### config.mk
export PLATFORM = sky130hd
export DESIGN_NAME = rf_operand_fetch
export DESIGN_NICKNAME = d
export VERILOG_FILES = /design/src/rtl/rf_operand_fetch.sv
export SDC_FILE = /design/constraint.sdc
export NUM_CORES = 1
export LEC_CHECK = 0
export ABC_AREA = 1
export BUFFER_PORTS_ARGS = -buffer_cell sky130_fd_sc_hd__buf_2
export CAP_MARGIN = 20
export CORE_UTILIZATION = 35
export DETAILED_ROUTE_END_ITERATION = 7
export PLACE_DENSITY = 0.55
export SYNTH_ARGS = -nofsm -noshare
export SYNTH_HDL_FRONTEND = slang
export SYNTH_SLANG_ARGS = --single-unit
### constraint.sdc
create_clock -name clk -period 1.5 [get_ports clk]
set_input_delay 0.3 -clock clk [delete_from_list [all_inputs] [get_ports clk]]
set_output_delay 0.3 -clock clk [all_outputs]
set_load 0.05 [all_outputs]
### src/rtl/rf_operand_fetch.sv
// Operand-fetch stage: decodes up to two register addresses from instruction fields,
// reads the internal register file and registers the operands behind a valid/ready output stage.
// Optional macro RF_BYPASS_EN forwards same-edge writeback data into captured and held operands.
module rf_operand_fetch #(
  parameter int unsigned INSTR_W = 16,
  parameter int unsigned REG_AW  = 3,
  parameter int unsigned DATA_W  = 8,
  parameter int unsigned FA_LSB  = 0,
  parameter int unsigned FB_LSB  = 3,
  parameter int unsigned FC_LSB  = 13,
  parameter bit          ZERO_R0 = 1'b1
) (
  input  logic               clk,
  input  logic               rst_n,
  input  logic               in_valid,
  output logic               in_ready,
  input  logic [INSTR_W-1:0] in_instr,
  input  logic [1:0]         sel1,
  input  logic [1:0]         sel2,
  input  logic               wb_en,
  input  logic [REG_AW-1:0]  wb_addr,
  input  logic [DATA_W-1:0]  wb_data,
  output logic               out_valid,
  input  logic               out_ready,
  output logic [INSTR_W-1:0] out_instr,
  output logic [REG_AW-1:0]  out_ra1,
  output logic [REG_AW-1:0]  out_ra2,
  output logic [DATA_W-1:0]  out_rd1,
  output logic [DATA_W-1:0]  out_rd2
);

  localparam int unsigned NREG = 1 << REG_AW;

  logic [DATA_W-1:0]  r_rf [NREG];
  logic               r_valid;
  logic [INSTR_W-1:0] r_instr;
  logic [REG_AW-1:0]  r_ra1;
  logic [REG_AW-1:0]  r_ra2;
  logic [DATA_W-1:0]  r_rd1;
  logic [DATA_W-1:0]  r_rd2;

  logic               w_accept;
  logic               w_wr_ok;
  logic [REG_AW-1:0]  w_fa;
  logic [REG_AW-1:0]  w_fb;
  logic [REG_AW-1:0]  w_fc;
  logic [REG_AW-1:0]  w_ra1;
  logic [REG_AW-1:0]  w_ra2;
  logic               w_nil1;
  logic               w_nil2;
  logic [DATA_W-1:0]  w_rd1;
  logic [DATA_W-1:0]  w_rd2;

  assign in_ready  = !r_valid || out_ready;
  assign w_accept  = in_valid && in_ready;
  assign w_wr_ok   = wb_en && !(ZERO_R0 && (wb_addr == '0));

  assign w_fa = in_instr[FA_LSB +: REG_AW];
  assign w_fb = in_instr[FB_LSB +: REG_AW];
  assign w_fc = in_instr[FC_LSB +: REG_AW];

  assign w_nil1 = (sel1 == 2'd3);
  assign w_nil2 = (sel2 == 2'd3);

  always_comb begin
    w_ra1 = '0;
    case (sel1)
      2'd0:    w_ra1 = w_fa;
      2'd1:    w_ra1 = w_fb;
      2'd2:    w_ra1 = w_fc;
      default: w_ra1 = '0;
    endcase
  end

  always_comb begin
    w_ra2 = '0;
    case (sel2)
      2'd0:    w_ra2 = w_fa;
      2'd1:    w_ra2 = w_fb;
      2'd2:    w_ra2 = w_fc;
      default: w_ra2 = '0;
    endcase
  end

  // "none" selector forces zero data even when r0 is an ordinary register
  always_comb begin
    w_rd1 = (w_nil1 || (ZERO_R0 && (w_ra1 == '0))) ? '0 : r_rf[w_ra1];
    w_rd2 = (w_nil2 || (ZERO_R0 && (w_ra2 == '0))) ? '0 : r_rf[w_ra2];
`ifdef RF_BYPASS_EN
    if (!w_nil1 && w_wr_ok && (wb_addr == w_ra1)) w_rd1 = wb_data;
    if (!w_nil2 && w_wr_ok && (wb_addr == w_ra2)) w_rd2 = wb_data;
`endif
  end

  always_ff @(posedge clk or negedge rst_n) begin
    if (!rst_n) begin
      for (int unsigned i = 0; i < NREG; i++) r_rf[i] <= '0;
    end else if (w_wr_ok) begin
      r_rf[wb_addr] <= wb_data;
    end
  end

`ifdef RF_BYPASS_EN
  // Remember which held ports were "none" so a write to r0 never leaks into them
  logic r_nil1;
  logic r_nil2;

  always_ff @(posedge clk or negedge rst_n) begin
    if (!rst_n) begin
      r_nil1 <= 1'b0;
      r_nil2 <= 1'b0;
    end else if (w_accept) begin
      r_nil1 <= w_nil1;
      r_nil2 <= w_nil2;
    end
  end
`endif

  always_ff @(posedge clk or negedge rst_n) begin
    if (!rst_n) begin
      r_valid <= 1'b0;
      r_instr <= '0;
      r_ra1   <= '0;
      r_ra2   <= '0;
      r_rd1   <= '0;
      r_rd2   <= '0;
    end else if (w_accept) begin
      r_valid <= 1'b1;
      r_instr <= in_instr;
      r_ra1   <= w_ra1;
      r_ra2   <= w_ra2;
      r_rd1   <= w_rd1;
      r_rd2   <= w_rd2;
    end else begin
      if (out_ready) r_valid <= 1'b0;
`ifdef RF_BYPASS_EN
      if (r_valid && w_wr_ok) begin
        if (!r_nil1 && (wb_addr == r_ra1)) r_rd1 <= wb_data;
        if (!r_nil2 && (wb_addr == r_ra2)) r_rd2 <= wb_data;
      end
`endif
    end
  end

  assign out_valid = r_valid;
  assign out_instr = r_instr;
  assign out_ra1   = r_ra1;
  assign out_ra2   = r_ra2;
  assign out_rd1   = r_rd1;
  assign out_rd2   = r_rd2;

endmodule

=== Word-level counts from Yosys, hierarchy flattened ===
Cells that the tools add are included.

* Order comparisons: 4
* Bitwise operators: 3
* Reduce and logical (&&, ||, !) cells: 14
* Equal/unequal tests: 6
* Muxes and demuxes: 15

{| class="wikitable"
|+ Operators with widths
! operator !! number
|-
| $bwmux W64 || 1
|-
| $mux W8 || 7
|-
| $bmux W8 S3 || 2
|-
| $demux W8 S3 || 1
|-
| $pmux W3 S3 || 2
|-
| $ge A4 B4 Y1 const B || 3
|-
| $not A3 Y4 || 3
|-
| $logic_not A3 Y1 || 3
|-
| $eq A2 B2 Y1 const B || 4
|-
| $eq A2 B1 Y1 const B || 2
|-
| $logic_not A2 Y1 || 2
|-
| $lt A4 B1 Y1 const B || 1
|-
| $logic_and A1 B1 Y1 || 3
|-
| $logic_or A1 B1 Y1 || 3
|-
| $logic_not A1 Y1 || 2
|-
| $mux W1 || 2
|-
| $reduce_bool A2 Y1 || 1
|}

* Flip-flop bits (word level): 103
* Output and inout bits: 40
* Bits of input ports: 36

=== Depth between registers and ports, before layout ===
Gate-level depths: netlist (run 1).

* Word-level depth: 7
* Mapped depth: 11
* Mapped depth without buffers: 11

=== Least setup slack after synthesis (run 1) ===
Ideal clock, no wire load.

* Path kind: flip-flop to flip-flop
* From: register r_valid, in the netlist out_valid
* To: register r_rd1[0], in the netlist out_rd1[0]
* Buffers on the path: 1
* Path slack: -0.558 ns
* Required time: 1.434 ns
* Data arrival time: 1.993 ns
* Period minus slack after synthesis: 2.058 ns
* Stages on the path, launching flop included: 9
* Cell sequence: dfrtp_1 -> nand2_1 -> nand2_1 -> clkbuf_1 -> a21oi_1 -> nand4_1 -> nand2_1 -> nand2_1 -> nand2_1

* Longest elaborated chain between the ends: 3

{| class="wikitable"
|+ RTL lines
! item !! RTL line !! text
|-
| start: declaration || 35 || <nowiki>logic r_valid;</nowiki>
|-
| start signal: assignment || 121 || <nowiki>r_valid <= 1'b0;</nowiki>
|-
| start signal: assignment || 128 || <nowiki>r_valid <= 1'b1;</nowiki>
|-
| start signal: assignment || 135 || <nowiki>if (out_ready) r_valid <= 1'b0;</nowiki>
|-
| $logic_not A1 Y1 || 54 || <nowiki>assign in_ready = !r_valid || out_ready;</nowiki>
|-
| $logic_or A1 B1 Y1 || 54 ||
|-
| via in_ready || 16 || <nowiki>output logic in_ready,</nowiki>
|-
| $logic_and A1 B1 Y1 || 55 || <nowiki>assign w_accept = in_valid && in_ready;</nowiki>
|-
| end signal: assignment || 132 || <nowiki>r_rd1 <= w_rd1;</nowiki>
|-
| end: declaration || 39 || <nowiki>logic [DATA_W-1:0] r_rd1;</nowiki>
|}

The timed path passes the listed nets, and every way through them passes these cells.
A chain may end at the register's enable or synchronous reset.

=== Final worst setup path (run 1) ===
* From: register r_valid, in the netlist out_valid
* To: output port in_ready

* Longest elaborated chain between the ends: 2

{| class="wikitable"
|+ RTL lines
! item !! RTL line
|-
| $logic_not A1 Y1 || 54
|-
| $logic_or A1 B1 Y1 || 54
|-
| end: declaration || 16
|}

Every way passes these cells.

==> impl_results.md, run 1 <==
* DIE AREA at 15600 µm²
* WL per Instance at 16.0 µm
* Multi-input logic area at roughly 2300 µm²
* Reg clk slew, reported paths at approximately 70 ps
* Critical Path AT at between 1000 and 1500 ps
* DR pass1 iterations at 8
* Buffers on Ports at 75
* Die H at 125 µm
* Comb pwr share at 28.8%
* Pint at 5.48 mW
* Sequential fraction of the synthesis area at 48.9%
* Die X at 125 µm
* Max Cap Viol at 0
* DRC Markers at 30
* Post-synth EDFFs at 0
* Bufs and invs on worst path at 2
* Worst-skew pair later-pin latency at 360 ps
* CTS root buffer: clkbuf_16
* Seq. cell area at 2580 µm²
* Fillers at 1515
* Syn nets at 749
* GRT met3 Usage at 3.74%
* Sw frac at a little over a third
* Mapped cell area at 5270 µm²
* Share of layout cells above drive strength 1 at 20.7%
* Worst EP required at 1200 ps
* Initial Util at roughly 36%
* Via-per-instance ratio at 5.04
* Max-slew violations at 0
* H-tree lvl count at 3
* Largest net degree at the start of global routing at 53
* Crit path cell chain: nand2_8, buf_4, buf_4
* Final Cycle Share at between 90 and 100%
* VDD IR-drop max at 0.000656 V
* Pleak at 3.48 nW
* CTS tree: done
* Status: finished, violations left
* Area fraction of the dominant cell type after synthesis at 48.9%
* Register share of total power at 42.1%
* Crit-path max FO at 2
* Area Growth Syn to Fin at 24.6%
* Synth unique cells at 19
* GP Congestion at 0.902
* Most used cell, CP: buf_4
* Pwr dens at about 1300 nW/µm²
* DRT antenna net count at 0
* Startpoint Class: flop
* Dominant synthesized flop cell: dfrtp_1
* Grt total ovfl at 0
* CTS max path bufs at 2
* Dpl cells at 988
* Area leader, netlist: dfrtp_1
* TritonCTS buffer count at 9
* Hold Path Class: in -> reg
* Vias in the first global route at 4913
* Max stage delay on crit path at 440 ps
* Crit path max-delay family: flip-flops
* Finished Layout Cells at 1006
* Peak Freq at 685 MHz
* Ports at 76
* Clk_skew at 6.48 ps
* Initial antenna violation count at 0
* Post-Syn Area per Cell at roughly 7.4 µm²
* Met2 GRT Util at between 30% and 40%
* Clock power share at 29.2%
* HPWL after DPL at 11900 µm
* Failing checks: design-rule violations
* WL final at 16100 µm
* Vias post-DR at 5071
* Critical path class: reg -> out
* Commonest non-fill, non-tap cells in the layout: nand2_1, dfrtp_1, buf_2, o21ai_0, nand3_1
* Slowest stage cell, crit path: dfrtp_2
* Commonest non-fill, non-tap cell in the layout: nand2_1
* Busiest grt layer: met2
* Asr flop ratio synth at between 90% and 100%
* M1 GR Usage at 31.8%
* Core area at 14600 µm²
* RSZ-0062 raised after global routing: no
* YS warnings at 0
* DR iter-0 viols at around 520
* Sw power at 3.10 mW
* Tot Pwr at 8.57 mW
* Worst Max-Slew Pin Slew at 511 ps
* Cells after Synth at 713
* Num Clock Sinks at 103
* Final Setup Violations at 0
* Fin. Hold Viols at 0
* #FFs+latches synth at 103
* Total track usage at 22.0%
* Nets at 853
* CP endpoint kind: output pin
* Rows at 44
* First-pass GRT wire length at approximately 26000 µm
* Max-slew headroom at between 60% and 70%
* Post-route minimum period at 1460 ps
* Synth top area cells: dfrtp_1, nand2_1, o21ai_0
* Antenna cells at 0
## cells in the mapped netlist (3+ instances only)
master and number:
inv_2 3, o21ai_1 8, o21ai_0 60, nand3_2 9, nand4_1 42, buf_6 6
nand3_1 56, a21oi_1 9, nand2_2 3, nand2_1 280, clkbuf_1 27, nor2_1 45
dfrtp_1 103, buf_2 5, inv_1 50, nor2_2 4
## power groups by stage
stage	clock network [mW]	logic, mW	registers, mW
2_1_floorplan	0	1.06	4.14
3_3_place_gp	0	2.41	3.64
3_5_place_dp	0	2.43	3.65
4_1_cts	2.57	2.46	3.60
5_1_grt	2.69	2.71	3.67
6_report	2.50	2.47	3.61
## worst reg2reg max path: stages (launching register included)
cell     delay, ps
dfrtp_2        440
nand2_8         70
nand2_4         70
buf_4          150
a21oi_4        130
buf_12         140
nand4_1        100
nand2_1         80
nand2_2         90
nand2_1         60
## cell families after synthesis
| logic type | count (synthesis) | synth area share, % |
|---|---|---|
| DFF | 103 | 48.9 |
| buffers and inverters | 93 | 7.66 |
| and+or+nand+nor | 440 | 36.2 |
| AOI/OAI and AO/OA | 77 | 7.31 |
## sequential cells by signal (all words and copies together) (netlist names)
signal	cells
out_rd1	8
out_instr	16
r_rf	64
out_valid	1
out_rd2	8
out_ra1	3
out_ra2	3
## layout make-up
class	instances	share of cell area [%]
sequential	103	39.2
tap	184	3.50
inverter	54	3.08
clock inverter	5	1.24
clock buffer	11	3.54
timing repair buffer	132	13.9
multi-input combinational	517	35.5
## path summary, 6_finish.rpt
check                      slack (ps)       endpoint          from  cells after the start
min in group asynchronous         470     out_ra1[0]         rst_n                      3
max in group asynchronous         770        r_rf[3]         rst_n                      3
min                               140  out_instr[12]  in_instr[12]                      3
max reg2reg                       110     out_rd1[4]     out_valid                      9
min reg2reg                       380       r_rf[57]      r_rf[57]                      0
max                                40       in_ready     out_valid                      3
## metrics by stage
step | setup slack, ps | setup TNS, ps | instance area [µm²] | hold WS, ps | utilization (%)
4_1_cts | 30.5 | 0 | 6560 | 130 | 44.8
3_3_place_gp | -242 | -2240 | 6200 | 316 | 42.4
3_5_place_dp | -253 | -2570 | 6200 | 320 | 42.4
2_1_floorplan | 1.87 | 0 | 5300 | 4.41 | -
5_1_grt | 2.15 | 0 | 6570 | 149 | 44.9
6_report | 39.8 | 0 | 6570 | 142 | 44.9
## routing by layer
layer	wire length (µm)	up-vias
met3	952	29
li1	-	2507
met5	0	-
met1	7980	2323
met4	280	0
met2	6900	212
## what timing repair did
action / 4_1_cts / 5_1_grt
buffers inserted: 1 / 0
resized for setup: 3 / 3
setup endpoints to repair: 8 / 4
hold buffers: 1 / 0
pin swaps: 0 / 0
hold endpoints to repair: 103 / 0
No activity file was read; power rests on OpenSTA's default activity.
==> inputs of run 2 (changes only) <==
--- a/config.mk
+++ b/config.mk
@@ -6,10 +6,12 @@
 export NUM_CORES = 1
 export LEC_CHECK = 0
 export ABC_AREA = 1
+export ABC_CLOCK_PERIOD_IN_PS = 1500
 export BUFFER_PORTS_ARGS = -buffer_cell sky130_fd_sc_hd__buf_2
 export CAP_MARGIN = 20
 export CORE_UTILIZATION = 35
 export DETAILED_ROUTE_END_ITERATION = 7
+export MAX_ROUTING_LAYER = met4
 export PLACE_DENSITY = 0.55
 export SYNTH_ARGS = -nofsm -noshare
 export SYNTH_HDL_FRONTEND = slang
==> run 2 against run 1 <==
Net effect:
- the run still ends with design-rule violations left
- die area is the same
- non-clock buffer count up 1
- final cell count hardly changed
- maximum frequency up 0.62%
- power down 1.6%
- largest cell class unchanged
- combinational power about the same
==> impl_results.md, run 2 (synthesis results as in run 1) <==
* Register share of total power at 42.8%
* Commonest non-fill, non-tap cell in the layout: nand2_1
* TritonCTS buffer count at 9
* Max-slew violations at 0
* CTS max path bufs at 2
* Pleak at 3.47 nW
* Final WS setup at 48.8 ps
* WL final at roughly 16000 µm
* Final Setup Violations at 0
* Critical path class: reg -> out
* Clock power share at between 20% and 30%
* Clk_skew at 4.39 ps
* Status: finished, violations left
* Peak Freq at 689 MHz
* Final Cycle Share at 96.7%
* Fin. Hold Viols at 0
* Ports at 76
* Worst Reg2Reg Path Length in Cells at 9
* Largest net degree at the start of global routing at 62
* CTS root buffer: clkbuf_16
* Crit path cell chain: nand2_8, buf_4, buf_4
* Core area at 14600 µm²
* Critical Path AT at 1150 ps
* Via-per-instance ratio at 5.05
* VDD IR-drop max at 0.000925 V
* Pint at 5.35 mW
* Max-slew headroom at 64.6%
* Vias in the first global route at 4997
* Max stage delay on crit path at 440 ps
* Vias post-DR at roughly 5000
* Post-route minimum period at 1450 ps
* Pwr dens at ~1300 nW/µm²
* Sw frac at around 37%
* Startpoint Class: flop
* Dpl cells at ~990
* Antenna cells at 0
* Max Cap Viol at 0
* Initial antenna violation count at 0
* Comb pwr share at 29.1%
* RSZ-0062 raised after global routing: no
* DRC Markers at 32
* HPWL after DPL at 12000 µm
* Num Clock Sinks at 103
* Die H at 125 µm
* First-pass GRT wire length at 26800 µm
* DR pass1 iterations at 7
* DR iter-0 viols at 509
* Nets at 854
* Sw power at 3.09 mW
* Worst hold margin at 141 ps
* Area Growth Syn to Fin at 24.4%
* Buffers on Ports at 75
* Hold Path Class: in -> reg
* Slowest stage cell, crit path: dfrtp_2
* Worst EP required at 1200 ps
* Fillers at 1505
* Most used cell, CP: buf_4
* WL per Instance at 16.0 µm
* Share of layout cells above drive strength 1 at 21.1%
* Worst-skew pair later-pin latency at 350 ps
* Failing checks: design-rule violations
* Total track usage at 22.8%
* Finished Layout Cells at 1007
* Worst Max-Slew Pin Slew at between 500 and 600 ps
* Pre-CTS setup slack at -237 ps
* Seq. cell area at between 2000 and 3000 µm²
* H-tree lvl count at 3
* Grt total ovfl at 0
* Initial Util at 36.0%
* Rows at 44
* DIE AREA at 15600 µm²
* Number of flip-flops in the largest register at 64
* CTS tree: done
* Most flop-heavy register: r_rf
* Multi-input logic area at 2330 µm²
* CP endpoint kind: output pin
* Commonest non-fill, non-tap cells in the layout: nand2_1, dfrtp_1, buf_2, o21ai_0, nand3_1
* Crit-path max FO at 2
* GP Congestion at 0.951
* Die X at approximately 120 µm
* Hold Path Stages at 3
* Reg clk slew, reported paths at 70 ps
* DRT antenna net count at 0
[run 2: cell count changes in the layout (fill, tap and decap cells not counted)]
cell / before / now
buf_12: 8 / 7
buf_6: 0 / 2
bufinv_16: 2 / 1
clkbuf_1: 2 / 1
clkbuf_8: 0 / 1
clkinvlp_4: 1 / 3
inv_6: 1 / 0
nand2_1: 277 / 275
nand2_2: 3 / 6
nand2_4: 2 / 1
[run 2: area by class of cell]
class	count	share of cell area, %
sequential	103	39.3
clock inverter	5	0.877
multi-input combinational	517	35.6
timing repair buffer	133	13.9
tap	184	3.51
clock buffer	11	3.70
inverter	54	3.09
[run 2: layer usage]
metal  global-route usage (%)  wire (µm)  vias up
met5                        -          0        -
met4                     7.99        328        0
met3                     4.81       1080       34
met2                     32.6       6860      211
met1                     31.8       7890     2330
li1                         -          -     2508
[run 2: worst paths after layout]
path                         startpoint            end  slack [ps]
setup / recovery              out_valid       in_ready          50
hold / removal             in_instr[12]  out_instr[12]         140
setup reg to reg              out_valid     out_rd2[4]         130
hold reg to reg                r_rf[59]       r_rf[59]         380
max in group asynchronous         rst_n        r_rf[6]         720
min in group asynchronous         rst_n   out_instr[0]         460
[run 2: worst max-delay path: cells and delay by family, from the launching register on]
kind | cells | cell delay (ps)
simple gates | 1 | 70
buf+inv | 2 | 280
flops | 1 | 440
[run 2: repair_timing]
item                                    CTS  global route
resized for setup                         3             6
pin swaps                                 0             4
endpoints found under the setup margin    8             6
setup buffers                             2             1
hold endpoints to repair                103             0
hold buffers                              1             0
[run 2: metrics by stage]
step           TNS [ps]  power (mW)  utilization, %  area, µm²
2_1_floorplan         0        5.20               -       5300
3_3_place_gp      -2160        6.05            42.4       6200
3_5_place_dp      -2590        6.08            42.4       6200
4_1_cts               0        8.51            44.7       6540
5_1_grt               0        8.92            44.8       6560
6_report              0        8.44            44.8       6560
[run 2: power groups by stage]
stage | Clock [mW] | Sequential, mW | Combinational, mW
floorplan | 0 | 4.14 | 1.06
global placement | 0 | 3.64 | 2.41
detailed placement | 0 | 3.65 | 2.43
CTS | 2.45 | 3.60 | 2.46
global route | 2.55 | 3.66 | 2.71
finish | 2.37 | 3.61 | 2.46
==> inputs of run 3 (changes only) <==
--- a/config.mk
+++ b/config.mk
@@ -11,6 +11,7 @@
 export CAP_MARGIN = 20
 export CORE_UTILIZATION = 35
 export DETAILED_ROUTE_END_ITERATION = 7
+export GPL_TIMING_DRIVEN = 0
 export MAX_ROUTING_LAYER = met4
 export PLACE_DENSITY = 0.55
 export SYNTH_ARGS = -nofsm -noshare
==> run 3 against run 2 <==
Net effect:
- the flow finishes with violations (design-rule violations, negative setup slack)
- clock-buffer cell count is the same
- largest power group unchanged
- critical endpoint is now out_rd1[5]
- maximum frequency decreased by 5.3%
- clock skew is 4.3 ps higher
- via count grew 2.5%
- power increased by 4.7%
- first-iteration DRC count down 18%
- die area unchanged
==> impl_results.md, run 3 (synthesis results as in run 1) <==
* Status: finished, violations left
* Failing checks: design-rule violations, negative setup slack
* Worst Max-Slew Pin Slew at between 700 and 800 ps
* DIE AREA at 15600 µm²
* Fin. Hold Viols at 0
* DRT antenna net count at 0
* Slowest stage cell, crit path: dfrtp_2
* Max-slew violations at 0
* Total track usage at 24.3%
* Antenna cells at 0
* Worst reg2reg setup slack at -30 ps
* Max-slew headroom at 47.6%
* Buffers on Ports at 74
* Crit path cell chain: nand2_8, nand2_4, buf_8, a21oi_4, nand4_1, nand2_1, nand2_2, nand2_1
* Critical path class: reg -> reg
* CTS root buffer: clkbuf_16
* First-pass GRT wire length at 27900 µm
* Final instance area at about 6600 µm²
* Crit-path max FO at 8
* CP endpoint kind: flop
* Max stage delay on crit path at 440 ps
* Final Cycle Share at 102%
* Via-per-instance ratio at a little over 5
* Worst-skew pair later-pin latency at 360 ps
* Post-route minimum period at 1530 ps
* Critical Path AT at 1830 ps
* Core area at 14600 µm²
* Num Clock Sinks at 103
* Most used cell, CP: nand2_1
* Commonest non-fill, non-tap cells in the layout: nand2_1, dfrtp_1, buf_2, o21ai_0, nand3_1
* RSZ-0062 raised after global routing: yes
* Most flop-heavy register: r_rf
* Pre-CTS setup slack at -461 ps
* Vias in the first global route at 5009
* DR iter-0 viols at 415
* Vias post-DR at 5211
* Final WS setup at -32.5 ps
* GP Congestion at 0.905
* H-tree lvl count at 3
* Nets at 850
* TritonCTS buffer count at 9
* Reg clk slew, reported paths at 70 ps
* CTS max path bufs at 2
* DR pass1 iterations at 7
* Dpl cells at 972
* Initial Util at 36.0%
* Pwr dens at 1350 nW/µm²
* Rows at 44
* Commonest non-fill, non-tap cell in the layout: nand2_1
* HPWL after DPL at ~13000 µm
* Startpoint Class: flop
* WL per Instance at 17.6 µm
* Die X at between 100 and 150 µm
* Fillers at 1531
* Clk_skew at ~8.7 ps
* Worst EP required at roughly 1800 ps
* Share of layout cells above drive strength 1 at 20.1%
* Peak Freq at ~650 MHz
* Finished Layout Cells at 1003
* Max Cap Viol at 0
* Cell Area, Placed at 5920 µm²
* Final Setup Violations at 4
* DRC Markers at 30
* Largest net degree at the start of global routing at 61
* VDD IR-drop max at 0.000568 V
* CTS tree: done
* Die H at 125 µm
* Initial antenna violation count at 0
* Ports at 76
* Post-layout util at 44.8%
* Area Growth Syn to Fin at 24.3%
* Grt total ovfl at 0
* Pleak at 3.41 nW
* WL final at approximately 18000 µm
* Number of flip-flops in the largest register at 64
* Hold Path Class: in -> async
[run 3: changes by cell type in the layout (fill, tap and decap cells not counted), moves of 5 or more]
cell | before | now
buf_12 | 7 | 1
buf_4 | 50 | 17
buf_6 | 2 | 7
clkbuf_1 | 1 | 22
nand3_4 | 0 | 6
[run 3: final timing paths]
| check | end | start | cells past startpoint |
|---|---|---|---|
| min in group clk | out_instr[11] | in_instr[11] | 3 |
| max in group asynchronous | r_rf[21] | rst_n | 2 |
| worst min register to register | r_rf[62] | r_rf[62] | 1 |
| worst max register to register | out_rd1[5] | out_valid | 8 |
| worst max-delay path | out_rd1[5] | out_valid | 8 |
| worst min-delay path | out_instr[2] | rst_n | 1 |
[run 3: through the flow]
| step | TNS (ps) | hold slack (ps) | total power [mW] |
|---|---|---|---|
| floorplan | 0 | 4.41 | 5.20 |
| global placement | -104450 | 445 | 5.96 |
| detailed placement | -7280 | 430 | 6.01 |
| CTS | -53.5 | 48.4 | 8.79 |
| global route | -356 | 69.6 | 9.29 |
| finish | -81.5 | 4.21 | 8.83 |
[run 3: layout make-up]
type | instances | area, µm² | share of cell area (%)
sequential | 103 | 2580 | 39.3
multi-input combinational | 517 | 2460 | 37.5
clock buffer | 11 | 243 | 3.70
buffer | 39 | 229 | 3.49
inverter | 54 | 208 | 3.17
tap | 184 | 230 | 3.51
timing repair buffer | 90 | 505 | 7.71
clock inverter | 5 | 106 | 1.62
[run 3: timing repair]
action,CTS,global route
resized for setup,13,40
endpoints found under the setup margin,13,30
hold buffers,0,0
setup buffers,5,10
pin swaps,9,13
endpoints found under the hold margin,0,0
[run 3: per-layer routing]
| metal | part of all wire (%) | track usage, % | up-vias |
|---|---|---|---|
| met2 | 43 | 35.9 | 196 |
| met3 | 6.3 | 3.65 | 31 |
| li1 | - | - | 2506 |
| met5 | 0 | - | - |
| met4 | 3.5 | 11.5 | 0 |
| met1 | 47 | 32.8 | 2478 |
[run 3: critical path: cells and delay by family (launching register included)]
| family | cells | cell delay, ps |
|---|---|---|
| AND/OR/NAND/NOR | 6 | 650 |
| flip-flops | 1 | 440 |
| AO/OA/AOI/OAI | 1 | 240 |
| buffers and inverters | 1 | 120 |
[run 3: power breakdown]
group / leakage [nW] / switching, mW / internal, mW
combinational: 1.95 / 1.78 / 0.724
clock: 0.166 / 1.05 / 1.68
sequential: 1.30 / 0.356 / 3.24
total: 3.41 / 3.19 / 5.64
